<file path="config.mk">
export PLATFORM = sky130hd
export DESIGN_NAME = alu_pipe_flat
export DESIGN_NICKNAME = d
export VERILOG_FILES = /design/src/rtl/alu_pipe_if.sv /design/src/rtl/alu_pipe.sv /design/src/flat_wrapper.sv
export SDC_FILE = /design/constraint.sdc
export NUM_CORES = 1
export LEC_CHECK = 0
export BUFFER_PORTS_ARGS = -buffer_cell sky130_fd_sc_hd__buf_4
export CORE_MARGIN = 3
export CORE_UTILIZATION = 55
export CTS_BUF_LIST = sky130_fd_sc_hd__clkbuf_4 sky130_fd_sc_hd__clkbuf_8 sky130_fd_sc_hd__clkbuf_16
export DETAILED_ROUTE_END_ITERATION = 16
export GPL_TIMING_DRIVEN = 0
export PLACE_DENSITY = 0.85
export REMOVE_ABC_BUFFERS = 1
export SYNTH_ARGS = -nofsm -noshare
export SYNTH_HDL_FRONTEND = slang
export SYNTH_SLANG_ARGS = --single-unit
</file>
<file path="constraint.sdc">
create_clock -name clock_i -period 8.35 [get_ports clock_i]
set_input_delay 1.67 -clock clock_i [delete_from_list [all_inputs] [get_ports clock_i]]
set_output_delay 1.67 -clock clock_i [all_outputs]
set_load 0.01 [all_outputs]
</file>
<file path="src/rtl/alu_pipe_if.sv">
// alu_pipe_if
// Groups the operation bus and the result bus of alu_pipe, including the
// valid/ready handshake on both sides.
//
// Ports (signals):
//   valid_i / ready_o  : input-side handshake (upstream -> ALU)
//   opcode_i           : [4:2] arithmetic op, [1:0] shift op
//   shamt_i            : shift distance
//   input_a / input_b  : operands
//   valid_o / ready_i  : output-side handshake (ALU -> downstream)
//   alu_out            : final shifted result
//   carry_o / ovf_o    : stage-1 carry/borrow and signed overflow (pre-shift)
//   zero_o / neg_o     : flags of the final result
//
// Modports:
//   master : the side that issues operations and consumes results (testbench,
//            operand-fetch / writeback logic)
//   slave  : the ALU itself
interface alu_pipe_if #(
    parameter int WIDTH   = 32,
    parameter int SHAMT_W = 5
);
    logic               valid_i;
    logic               ready_o;
    logic [4:0]         opcode_i;
    logic [SHAMT_W-1:0] shamt_i;
    logic [WIDTH-1:0]   input_a;
    logic [WIDTH-1:0]   input_b;
    logic               valid_o;
    logic               ready_i;
    logic [WIDTH-1:0]   alu_out;
    logic               carry_o;
    logic               ovf_o;
    logic               zero_o;
    logic               neg_o;

    modport master (
        output valid_i, opcode_i, shamt_i, input_a, input_b, ready_i,
        input  ready_o, valid_o, alu_out, carry_o, ovf_o, zero_o, neg_o
    );

    modport slave (
        input  valid_i, opcode_i, shamt_i, input_a, input_b, ready_i,
        output ready_o, valid_o, alu_out, carry_o, ovf_o, zero_o, neg_o
    );
endinterface

</file>
<file path="src/rtl/alu_pipe.sv">
// alu_pipe
// Two-stage pipelined ALU. Stage 1 performs the arithmetic/logic operation and
// produces carry/borrow and signed-overflow flags; stage 2 applies a
// variable-distance shift and produces the zero/negative flags from the final
// value. Both sides use a valid/ready handshake, giving one result per cycle
// with full backpressure support (up to two operations held while stalled).
//
// Ports:
//   clock_i : single clock, rising edge
//   reset_i : synchronous, active-high reset
//   bus     : alu_pipe_if slave modport (operation in, result out)
module alu_pipe #(
    parameter int WIDTH   = 32,
    parameter int SHAMT_W = 5
) (
    input  logic        clock_i,
    input  logic        reset_i,
    alu_pipe_if.slave   bus
);

    typedef enum logic [2:0] {
        OP_PASS_A = 3'd0,
        OP_ADD    = 3'd1,
        OP_SUB    = 3'd2,
        OP_AND    = 3'd3,
        OP_OR     = 3'd4,
        OP_INC    = 3'd5,
        OP_DEC    = 3'd6,
        OP_ZERO   = 3'd7
    } arith_op_e;

    typedef enum logic [1:0] {
        SH_NONE = 2'd0,
        SH_LSL  = 2'd1,
        SH_LSR  = 2'd2,
        SH_ZERO = 2'd3
    } shift_op_e;

    localparam logic [WIDTH-1:0] ONE = {{(WIDTH-1){1'b0}}, 1'b1};

    // ------------------------------------------------------------------
    // Pipeline state
    // ------------------------------------------------------------------
    logic               s1_valid_q,  s1_valid_d;
    logic [WIDTH-1:0]   s1_result_q, s1_result_d;
    logic               s1_carry_q,  s1_carry_d;
    logic               s1_ovf_q,    s1_ovf_d;
    shift_op_e          s1_shop_q,   s1_shop_d;
    logic [SHAMT_W-1:0] s1_shamt_q,  s1_shamt_d;

    logic               valid_q,     valid_d;
    logic [WIDTH-1:0]   out_q,       out_d;
    logic               carry_q,     carry_d;
    logic               ovf_q,       ovf_d;
    logic               zero_q,      zero_d;
    logic               neg_q,       neg_d;

    // ------------------------------------------------------------------
    // Flow control
    // ------------------------------------------------------------------
    logic adv1;
    logic adv2;

    // Stage 2 may advance when it is empty or its result is being taken;
    // stage 1 may advance when it is empty or stage 2 is advancing. This
    // lets a full pipe drain and fill in the same cycle.
    always_comb begin
        adv2 = ~valid_q | bus.ready_i;
        adv1 = ~s1_valid_q | adv2;
    end

    assign bus.ready_o = adv1;

    // ------------------------------------------------------------------
    // Stage 1: arithmetic / logic
    // ------------------------------------------------------------------
    arith_op_e        arith_op;
    logic [WIDTH-1:0] addend;
    logic [WIDTH:0]   sum_ext;
    logic [WIDTH:0]   diff_ext;
    logic             add_ovf;
    logic             sub_ovf;
    logic [WIDTH-1:0] arith_result;
    logic             arith_carry;
    logic             arith_ovf;

    assign arith_op = arith_op_e'(bus.opcode_i[4:2]);

    // INC and DEC share the adder/subtractor with a constant 1 as the second
    // operand. Both paths are computed one bit wider so that the top bit is
    // the carry-out (add) or the borrow (sub, 1 when A < subtrahend).
    always_comb begin
        addend   = ((arith_op == OP_INC) || (arith_op == OP_DEC)) ? ONE : bus.input_b;
        sum_ext  = {1'b0, bus.input_a} + {1'b0, addend};
        diff_ext = {1'b0, bus.input_a} - {1'b0, addend};
        add_ovf  = (bus.input_a[WIDTH-1] == addend[WIDTH-1]) &&
                   (sum_ext[WIDTH-1] != bus.input_a[WIDTH-1]);
        sub_ovf  = (bus.input_a[WIDTH-1] != addend[WIDTH-1]) &&
                   (diff_ext[WIDTH-1] != bus.input_a[WIDTH-1]);
    end

    // Select the stage-1 result and flags. Logic ops and PASS/ZERO never
    // report carry or overflow.
    always_comb begin
        arith_result = '0;
        arith_carry  = 1'b0;
        arith_ovf    = 1'b0;
        case (arith_op)
            OP_PASS_A: arith_result = bus.input_a;
            OP_ADD, OP_INC: begin
                arith_result = sum_ext[WIDTH-1:0];
                arith_carry  = sum_ext[WIDTH];
                arith_ovf    = add_ovf;
            end
            OP_SUB, OP_DEC: begin
                arith_result = diff_ext[WIDTH-1:0];
                arith_carry  = diff_ext[WIDTH];
                arith_ovf    = sub_ovf;
            end
            OP_AND:  arith_result = bus.input_a & bus.input_b;
            OP_OR:   arith_result = bus.input_a | bus.input_b;
            OP_ZERO: arith_result = '0;
            default: arith_result = '0;
        endcase
    end

    // Stage-1 register next state. The valid bit follows valid_i whenever the
    // stage advances (a bubble is simply valid=0); the data fields only load
    // on a real transfer so idle input values never disturb them.
    always_comb begin
        s1_valid_d  = s1_valid_q;
        s1_result_d = s1_result_q;
        s1_carry_d  = s1_carry_q;
        s1_ovf_d    = s1_ovf_q;
        s1_shop_d   = s1_shop_q;
        s1_shamt_d  = s1_shamt_q;
        if (adv1) begin
            s1_valid_d = bus.valid_i;
            if (bus.valid_i) begin
                s1_result_d = arith_result;
                s1_carry_d  = arith_carry;
                s1_ovf_d    = arith_ovf;
                s1_shop_d   = shift_op_e'(bus.opcode_i[1:0]);
                s1_shamt_d  = bus.shamt_i;
            end
        end
    end

    // ------------------------------------------------------------------
    // Stage 2: shifter and final flags
    // ------------------------------------------------------------------
    logic             shamt_too_big;
    logic [WIDTH-1:0] shifted;

    // Distances at or beyond the datapath width shift everything out.
    always_comb begin
        shamt_too_big = (32'(s1_shamt_q) >= 32'(WIDTH));
        shifted       = '0;
        case (s1_shop_q)
            SH_NONE: shifted = s1_result_q;
            SH_LSL:  shifted = shamt_too_big ? '0 : (s1_result_q << s1_shamt_q);
            SH_LSR:  shifted = shamt_too_big ? '0 : (s1_result_q >> s1_shamt_q);
            SH_ZERO: shifted = '0;
            default: shifted = '0;
        endcase
    end

    // Output register next state. While stalled everything holds, so the
    // presented result and its flags stay stable until accepted.
    always_comb begin
        valid_d = valid_q;
        out_d   = out_q;
        carry_d = carry_q;
        ovf_d   = ovf_q;
        zero_d  = zero_q;
        neg_d   = neg_q;
        if (adv2) begin
            valid_d = s1_valid_q;
            if (s1_valid_q) begin
                out_d   = shifted;
                carry_d = s1_carry_q;
                ovf_d   = s1_ovf_q;
                zero_d  = (shifted == '0);
                neg_d   = shifted[WIDTH-1];
            end
        end
    end

    // ------------------------------------------------------------------
    // State registers (synchronous reset discards anything in flight)
    // ------------------------------------------------------------------
    always_ff @(posedge clock_i) begin
        if (reset_i) begin
            s1_valid_q  <= 1'b0;
            s1_result_q <= '0;
            s1_carry_q  <= 1'b0;
            s1_ovf_q    <= 1'b0;
            s1_shop_q   <= SH_NONE;
            s1_shamt_q  <= '0;
            valid_q     <= 1'b0;
            out_q       <= '0;
            carry_q     <= 1'b0;
            ovf_q       <= 1'b0;
            zero_q      <= 1'b1;
            neg_q       <= 1'b0;
        end else begin
            s1_valid_q  <= s1_valid_d;
            s1_result_q <= s1_result_d;
            s1_carry_q  <= s1_carry_d;
            s1_ovf_q    <= s1_ovf_d;
            s1_shop_q   <= s1_shop_d;
            s1_shamt_q  <= s1_shamt_d;
            valid_q     <= valid_d;
            out_q       <= out_d;
            carry_q     <= carry_d;
            ovf_q       <= ovf_d;
            zero_q      <= zero_d;
            neg_q       <= neg_d;
        end
    end

    assign bus.valid_o = valid_q;
    assign bus.alu_out = out_q;
    assign bus.carry_o = carry_q;
    assign bus.ovf_o   = ovf_q;
    assign bus.zero_o  = zero_q;
    assign bus.neg_o   = neg_q;

endmodule

</file>
<file path="src/flat_wrapper.sv">
// flat-port wrapper written by rule: the top's interface ports become plain ports
module alu_pipe_flat 
#(
    parameter int WIDTH   = 32,
    parameter int SHAMT_W = 5
)
  (clock_i, reset_i, bus_valid_i, bus_opcode_i, bus_shamt_i, bus_input_a, bus_input_b, bus_ready_i, bus_ready_o, bus_valid_o, bus_alu_out, bus_carry_o, bus_ovf_o, bus_zero_o, bus_neg_o);
  alu_pipe_if #(.WIDTH(WIDTH), .SHAMT_W(SHAMT_W)) bus_i ();
  input  logic clock_i;
  input  logic reset_i;
  input wire logic [$bits(bus_i.valid_i)-1:0] bus_valid_i;
  input wire logic [$bits(bus_i.opcode_i)-1:0] bus_opcode_i;
  input wire logic [$bits(bus_i.shamt_i)-1:0] bus_shamt_i;
  input wire logic [$bits(bus_i.input_a)-1:0] bus_input_a;
  input wire logic [$bits(bus_i.input_b)-1:0] bus_input_b;
  input wire logic [$bits(bus_i.ready_i)-1:0] bus_ready_i;
  output wire logic [$bits(bus_i.ready_o)-1:0] bus_ready_o;
  output wire logic [$bits(bus_i.valid_o)-1:0] bus_valid_o;
  output wire logic [$bits(bus_i.alu_out)-1:0] bus_alu_out;
  output wire logic [$bits(bus_i.carry_o)-1:0] bus_carry_o;
  output wire logic [$bits(bus_i.ovf_o)-1:0] bus_ovf_o;
  output wire logic [$bits(bus_i.zero_o)-1:0] bus_zero_o;
  output wire logic [$bits(bus_i.neg_o)-1:0] bus_neg_o;
  assign bus_i.valid_i = bus_valid_i;
  assign bus_i.opcode_i = bus_opcode_i;
  assign bus_i.shamt_i = bus_shamt_i;
  assign bus_i.input_a = bus_input_a;
  assign bus_i.input_b = bus_input_b;
  assign bus_i.ready_i = bus_ready_i;
  assign bus_ready_o = bus_i.ready_o;
  assign bus_valid_o = bus_i.valid_o;
  assign bus_alu_out = bus_i.alu_out;
  assign bus_carry_o = bus_i.carry_o;
  assign bus_ovf_o = bus_i.ovf_o;
  assign bus_zero_o = bus_i.zero_o;
  assign bus_neg_o = bus_i.neg_o;
  alu_pipe #(.WIDTH(WIDTH), .SHAMT_W(SHAMT_W)) u_core (.clock_i(clock_i), .reset_i(reset_i), .bus(bus_i));
endmodule
</file>
==> impl_results.md, run 1 <==
- Status: completed
- CP arrival: 6.69 ns
- CP max FO: 39
- Max Freq: roughly 150 MHz
- Fin crit share: 77.7%
- Primary FF master, synth: dfxtp_1
- Worst Hold Class: reg2reg
- Met2 Wirelength: 18,500 µm
- Post-Route M1 WL: 16,500 µm
- Worst R2R Path Depth: 8
- Final Util: just over 60%
- Post-Syn Area: 11,500 µm²
- Post-CTS Hold Buffers: 0
- Most common cell after layout, fill and taps aside: nand2_1
- Die Wd: 151 µm
- H-tree level count: 3
- Pre-CTS setup slack: 1.65 ns
- Final Skew: 0.0106 ns
- Buffers added on ports: 115
- Sequential share of power: 28.1%
- Top sig layer: met4
- Setup TNS: 0 ns
- Worst-path cell chain: buf_4 -> inv_1 -> ha_2 -> o21ai_2 -> buf_8 -> nand2b_1 -> ha_1 -> inv_1 -> fa_1 -> a211oi_1 -> o21ai_0 -> a41oi_1 -> o31ai_1 -> a31oi_1 -> o21ai_0 -> xnor2_1 -> a221oi_1 -> nor3_1
- Startpoint Class: primary input
- Multi-input logic area: 9040 µm²
- Tmin final: 6.49 ns
- WP data required: 8.55 ns
- Post-CTS sizing: 0
- Mean area per synthesized cell: 7.19 µm²
- Overall Power: 1.71 mW
- Pwr/cell area: 137 nW/µm²
- Setup violations, final: 0
- Maximum root-to-sink buffer count: 2
- Compound-Gate Fraction of Synth Area: 30.2%
- Vias/cell: 6.86
- Worst Max-Slew Pin Slew: 1.36 ns
- Fin area: 12,500 µm²
- Share of async-settable or async-resettable flops after synthesis: 0%
- Area of placed instances: between 10,000 and 15,000 µm²
- WS Path Type: in2reg
- Int Pwr: 0.953 mW
- Largest net degree at the start of global routing: 79
- Detailed Route WL: approximately 42,000 µm
- Area growth, synth to finish: 8.70%
- Placed cells: 1,847
- Iteration-0 DRC Markers: 1,593
- CTS tree: yes
- WL/cell: between 20 and 25 µm
- Most frequent cells in the layout: nand2_1, nor2_1, buf_4
- First-pass GRT wire length: 64,700 µm
- Worst VDD drop: 101 µV
- Crit path largest cell delay: 0.75 ns
- Clk pwr share: 22.2%
- # IOs: 116
- GRT Total Usage: 35.9%
- Die area: 22,700 µm²
- Die height: 151 µm
- Vias in the first global route: approximately 12k
- Warnings, synthesis: 0
- Met3 wire length: a little over 4000 µm
- Ratio of cells with drive above 1 in the final layout: 13.8%
- CP Capture Type: flop
- Finished Layout Cells: 1,863
- Clock Pin Slew Worst Setup and Hold Paths: 0.07 ns
- Final hold vios: 0
- Worst setup margin: 1.86 ns
- Initial antenna violation count: 0
- Worst hold path cell count: 2
- Post-synthesis sequential area ratio: about 14%
- Worst path slowest cell: ha_2
- Max_cap viols: 0
- NumNets Final: 1,740
- Clk_lat worst skew: ~0.35 ns
- Root Driver: clkbuf_16
- DP HPWL: between 30,000 and 40,000 µm
- Bufs and invs on worst path: 4
- Starting Density: 56.4%
- Sw Ratio: roughly 44%
- Site Rows: 52
- Overflow after GRT: 0
- N_diodes: 0
- Residual DRC: 0
- Yosys cell types: 80
- Main combinational cell family by area after synthesis: compound AO/OA/AOI/OAI gates
- RSZ-0062 raised after global routing: false
- RePlAce Congestion: 1.02
- Register bit count reported by yosys: 78
- Hold_ws: 0.464 ns
- P_sw: 0.758 mW
- Slew HR: 9.63%
- Core area: 20,400 µm²
- Routed via count: 12.8k
- Synth Area in XOR/XNOR: 3.57%
- Slew Limit Fails: 0
- Clock sinks: 78
- Critical path depth: 18
- FF+latch area: 1570 µm²
- Post-Synth Adder-Cell Area: 8.17%
- Cell family with most CP delay: compound AO/OA/AOI/OAI gates
- Post-synthesis simple-gate area fraction: 21.3%
- Leakage power: 5.07 nW
- Proportion of power drawn by combinational gates: 49.7%
- Filler cells: 1,921
- Routed Antenna Nets: 0
- Post-synth EDFFs: 0
- Mux contribution to synthesized area: approximately 15%
- Total CTS buffers: 9
- DR pass1 iterations: 7
- Post-Syn Instances: roughly 1.6k
- Postcts setup bufs: 0
## final timing paths
kind,start,slack [ns],end
hold / removal,u_core.bus.ovf_o,0.46,u_core.bus.ovf_o
hold reg to reg,u_core.bus.ovf_o,0.46,u_core.bus.ovf_o
setup reg to reg,u_core.s1_shamt_q[2],3.93,u_core.bus.zero_o
setup / recovery,bus_opcode_i[3],1.86,u_core.s1_result_q[16]
## synth_stat cells, types with 8 or more instances
cell type / n / area share (%)
nand3_1: 22 / 0.96
a211oi_1: 50 / 3.3
o32ai_1: 10 / 0.76
a21o_1: 15 / 0.98
dfxtp_1: 78 / 14
nand2_1: 210 / 6.8
a22oi_1: 14 / 0.91
nand2b_1: 15 / 0.81
a21oi_1: 110 / 4.8
o31ai_1: 11 / 0.72
o21bai_1: 9 / 0.59
xnor2_1: 32 / 2.4
nor2b_1: 23 / 1.2
a221o_1: 26 / 2.3
mux4_2: 33 / 6.5
o22ai_1: 22 / 1.2
buf_1: 8 / 0.26
xor2_1: 15 / 1.1
buf_6: 10 / 0.98
ha_1: 72 / 7.8
mux2_2: 24 / 2.3
o211ai_1: 19 / 1.2
o21ai_0: 68 / 3.0
buf_2: 13 / 0.56
nor2_1: 199 / 6.5
clkbuf_1: 110 / 3.6
nand4_1: 12 / 0.65
mux2i_1: 62 / 5.4
nor3_1: 36 / 1.6
o221ai_1: 9 / 0.68
a221oi_1: 36 / 2.7
inv_1: 72 / 2.3
## power groups by stage
stage          clock [mW]  combinational (mW)  sequential, mW
2_1_floorplan           0               0.561           0.470
3_3_place_gp            0               0.801           0.498
3_5_place_dp            0               0.825           0.484
4_1_cts             0.383               0.829           0.475
5_1_grt             0.401               0.920           0.484
6_report            0.380               0.850           0.481
## logic make-up (layout without fill, tap and decap cells)
group | Yosys count | after routing
buffers and inverters | 220 | 211
AO/OA/AOI/OAI | 493 | 493
multiplexers | 127 | 127
flip-flops | 78 | 78
adder cells (fa/ha/maj) | 74 | 74
XOR/XNOR | 47 | 47
AND/OR/NAND/NOR | 563 | 563
## registers in the layout (all words and copies together), names as in the netlist
register and flops:
u_core.bus.alu_out 31, u_core.bus.carry_o 1, u_core.bus.neg_o 1, u_core.bus.ovf_o 1
u_core.bus.valid_o 1, u_core.bus.zero_o 1, u_core.s1_carry_q 1, u_core.s1_ovf_q 1
u_core.s1_result_q 32, u_core.s1_shamt_q 5, u_core.s1_shop_q 2, u_core.s1_valid_q 1
## cell type report
type / count / area share (%)
multi-input cells: 1304 / 72.2
flip-flops and latches: 78 / 12.6
repair buffers: 123 / 8.11
well taps: 270 / 2.70
inverters: 72 / 2.16
clock buffers: 9 / 1.80
clock inverters: 7 / 0.460
## metal layers
metal | up-vias | GRT usage (%)
met5 | - | 0
met4 | 0 | 19.3
met3 | 158 | 6.11
met2 | 797 | 56.1
met1 | 5939 | 47.2
li1 | 5880 | -
## worst register-to-register path, stage by stage, from the launching register on
cell      delay (ns)
dfxtp_4         0.98
inv_1           0.62
nand2_1         0.81
nor2_1          0.28
a22o_1          0.27
a211oi_1        0.30
nand4_1         0.25
or4_1           0.60
o31ai_2         0.22
No activity file was read; power rests on OpenSTA's default activity.
==> run 2: changes to the inputs <==
Settings changed: PLACE_DENSITY 0.85 to 0.88.
Clock period 8.35 ns to 5.6 ns, I/O delays scaled along.
==> impl_results.md, run 2 (synthesis gave the netlist of run 1 again) <==
- Crit path largest cell delay: 0.47 ns
- Worst path slowest cell: ha_4
- Most frequent cells in the layout: nand2_1, nor2_1, buf_4
- Total CTS buffers: 9
- WP data required: 5.81 ns
- Clk_lat worst skew: approximately 0.36 ns
- CP arrival: ~5.5 ns
- Leakage power: 5.08 nW
- Bufs and invs on worst path: 4
- Site Rows: 52
- Worst Hold Class: reg2reg
- Pwr/cell area: 206 nW/µm²
- Pre-CTS setup slack: -0.471 ns
- Root Driver: clkbuf_16
- Residual DRC: 0
- Worst setup margin: 0.344 ns
- Max reg flops: 32
- Final hold vios: 0
- CP max FO: 39
- Routed via count: 12.8k
- Max_cap viols: 0
- Max Freq: 190 MHz
- Ratio of cells with drive above 1 in the final layout: 13.9%
- DP HPWL: 32,400 µm
- Detailed Route WL: 43,100 µm
- Worst Max-Slew Pin Slew: 1.38 ns
- Starting Density: 56.4%
- Core area: about 20,000 µm²
- Hold Startpoint: u_core.bus.alu_out[10]
- Final Util: about 61%
- Iteration-0 DRC Markers: between 1.5k and 2k
- Tmin final: 5.26 ns
- GRT Total Usage: 37.0%
- Vias/cell: approximately 6.9
- Fin crit share: a little over nine tenths
- N_diodes: 0
- Die area: 22,700 µm²
- Routed Antenna Nets: 0
- Largest net degree at the start of global routing: 79
- Maximum root-to-sink buffer count: 2
- Vias in the first global route: 11.9k
- Filler cells: 1,939
- CP Capture Type: flop
- CTS tree: yes
- Postcts setup bufs: 0
- Die height: 151 µm
- WS Path Type: in2reg
- Overflow after GRT: 0
- Worst VDD drop: 146 µV
- FF+latch area: 1570 µm²
- Slew Limit Fails: 0
- First-pass GRT wire length: between 60,000 and 70,000 µm
- Initial antenna violation count: 0
- Clock sinks: 78
- Biggest register: u_core.s1_result_q
- NumNets Final: roughly 1.7k
- Worst-path cell chain: buf_4 -> inv_1 -> ha_4 -> o21ai_2 -> buf_8 -> nand2b_1 -> ha_1 -> inv_1 -> fa_1 -> a211oi_1 -> o21ai_0 -> a41oi_2 -> o31ai_1 -> a31oi_1 -> o21ai_0 -> xnor2_1 -> a221oi_1 -> nor3_1
- Final Skew: 0.0136 ns
- Area growth, synth to finish: 8.96%
- RePlAce Congestion: roughly 1.0
- H-tree level count: 3
- Worst Setup SP: bus_opcode_i[3]
- Buffers added on ports: 115
- RSZ-0062 raised after global routing: false
- Status: completed
- Startpoint Class: primary input
- # IOs: approximately 120
- Slew HR: 7.49%
- Setup TNS: 0 ns
- Multi-input logic area: 9060 µm²
- Most common cell after layout, fill and taps aside: nand2_1
- Clock Pin Slew Worst Setup and Hold Paths: 0.06 ns
- DR pass1 iterations: 6
- Cell family with most CP delay: compound AO/OA/AOI/OAI gates
- Setup violations, final: 0
- Die Wd: 151 µm
- WL/cell: roughly 23 µm
- Worst reg2reg startpoint: u_core.s1_shamt_q[2]
[run 2: worst register-to-register path: stages, from the launching register on]
cell and delay [ns]:
dfxtp_4 1.03, inv_1 0.65, nand2_1 0.81, nor2_1 0.26, a22o_1 0.27, a211oi_1 0.25, nand4_1 0.25, or4_1 0.59
o31ai_2 0.21
[run 2: final cells by class]
class                   count  share of cell area [%]
multi-input cells        1304                    72.2
flip-flops and latches     78                    12.5
repair buffers            123                    8.09
well taps                 270                    2.69
inverters                  72                    2.15
clock buffers               9                    1.79
clock inverters             7                   0.509
[run 2: power by group]
group          switching [mW]  internal [mW]  leakage (nW)
combinational           0.761          0.517          4.30
clock                   0.271          0.310         0.136
sequential              0.122          0.599         0.646
total                    1.15           1.43          5.08
[run 2: final timing paths]
kind,endpoint,slack [ns],cells past startpoint
setup / recovery,u_core.s1_result_q[16],0.34,18
hold / removal,u_core.bus.alu_out[10],0.45,2
setup reg to reg,u_core.bus.zero_o,1.19,8
hold reg to reg,u_core.bus.alu_out[10],0.45,2
[run 2: per-layer routing]
| metal | wire (µm) | GRT usage (%) | share of wire (%) |
|---|---|---|---|
| met5 | 0 | 0 | 0 |
| met4 | 2560 | 18.0 | 6.0 |
| met3 | 3890 | 6.29 | 9.0 |
| met2 | 19800 | 60.0 | 46 |
| met1 | 16800 | 47.6 | 39 |
[run 2: timing repair]
item / CTS / global route
setup endpoints to repair: 1 / 2
resized for setup: 1 / 2
hold buffers: 0 / 0
[run 2: per-stage QoR]
step	power (mW)	std cells	hold slack [ns]	area (µm²)
2_1_floorplan	1.54	1454	0.426	10800
3_3_place_gp	1.94	1839	0.439	12000
3_5_place_dp	1.96	1847	0.443	12200
4_1_cts	2.54	1863	0.454	12500
5_1_grt	2.71	1863	0.481	12500
6_report	2.58	1863	0.453	12500
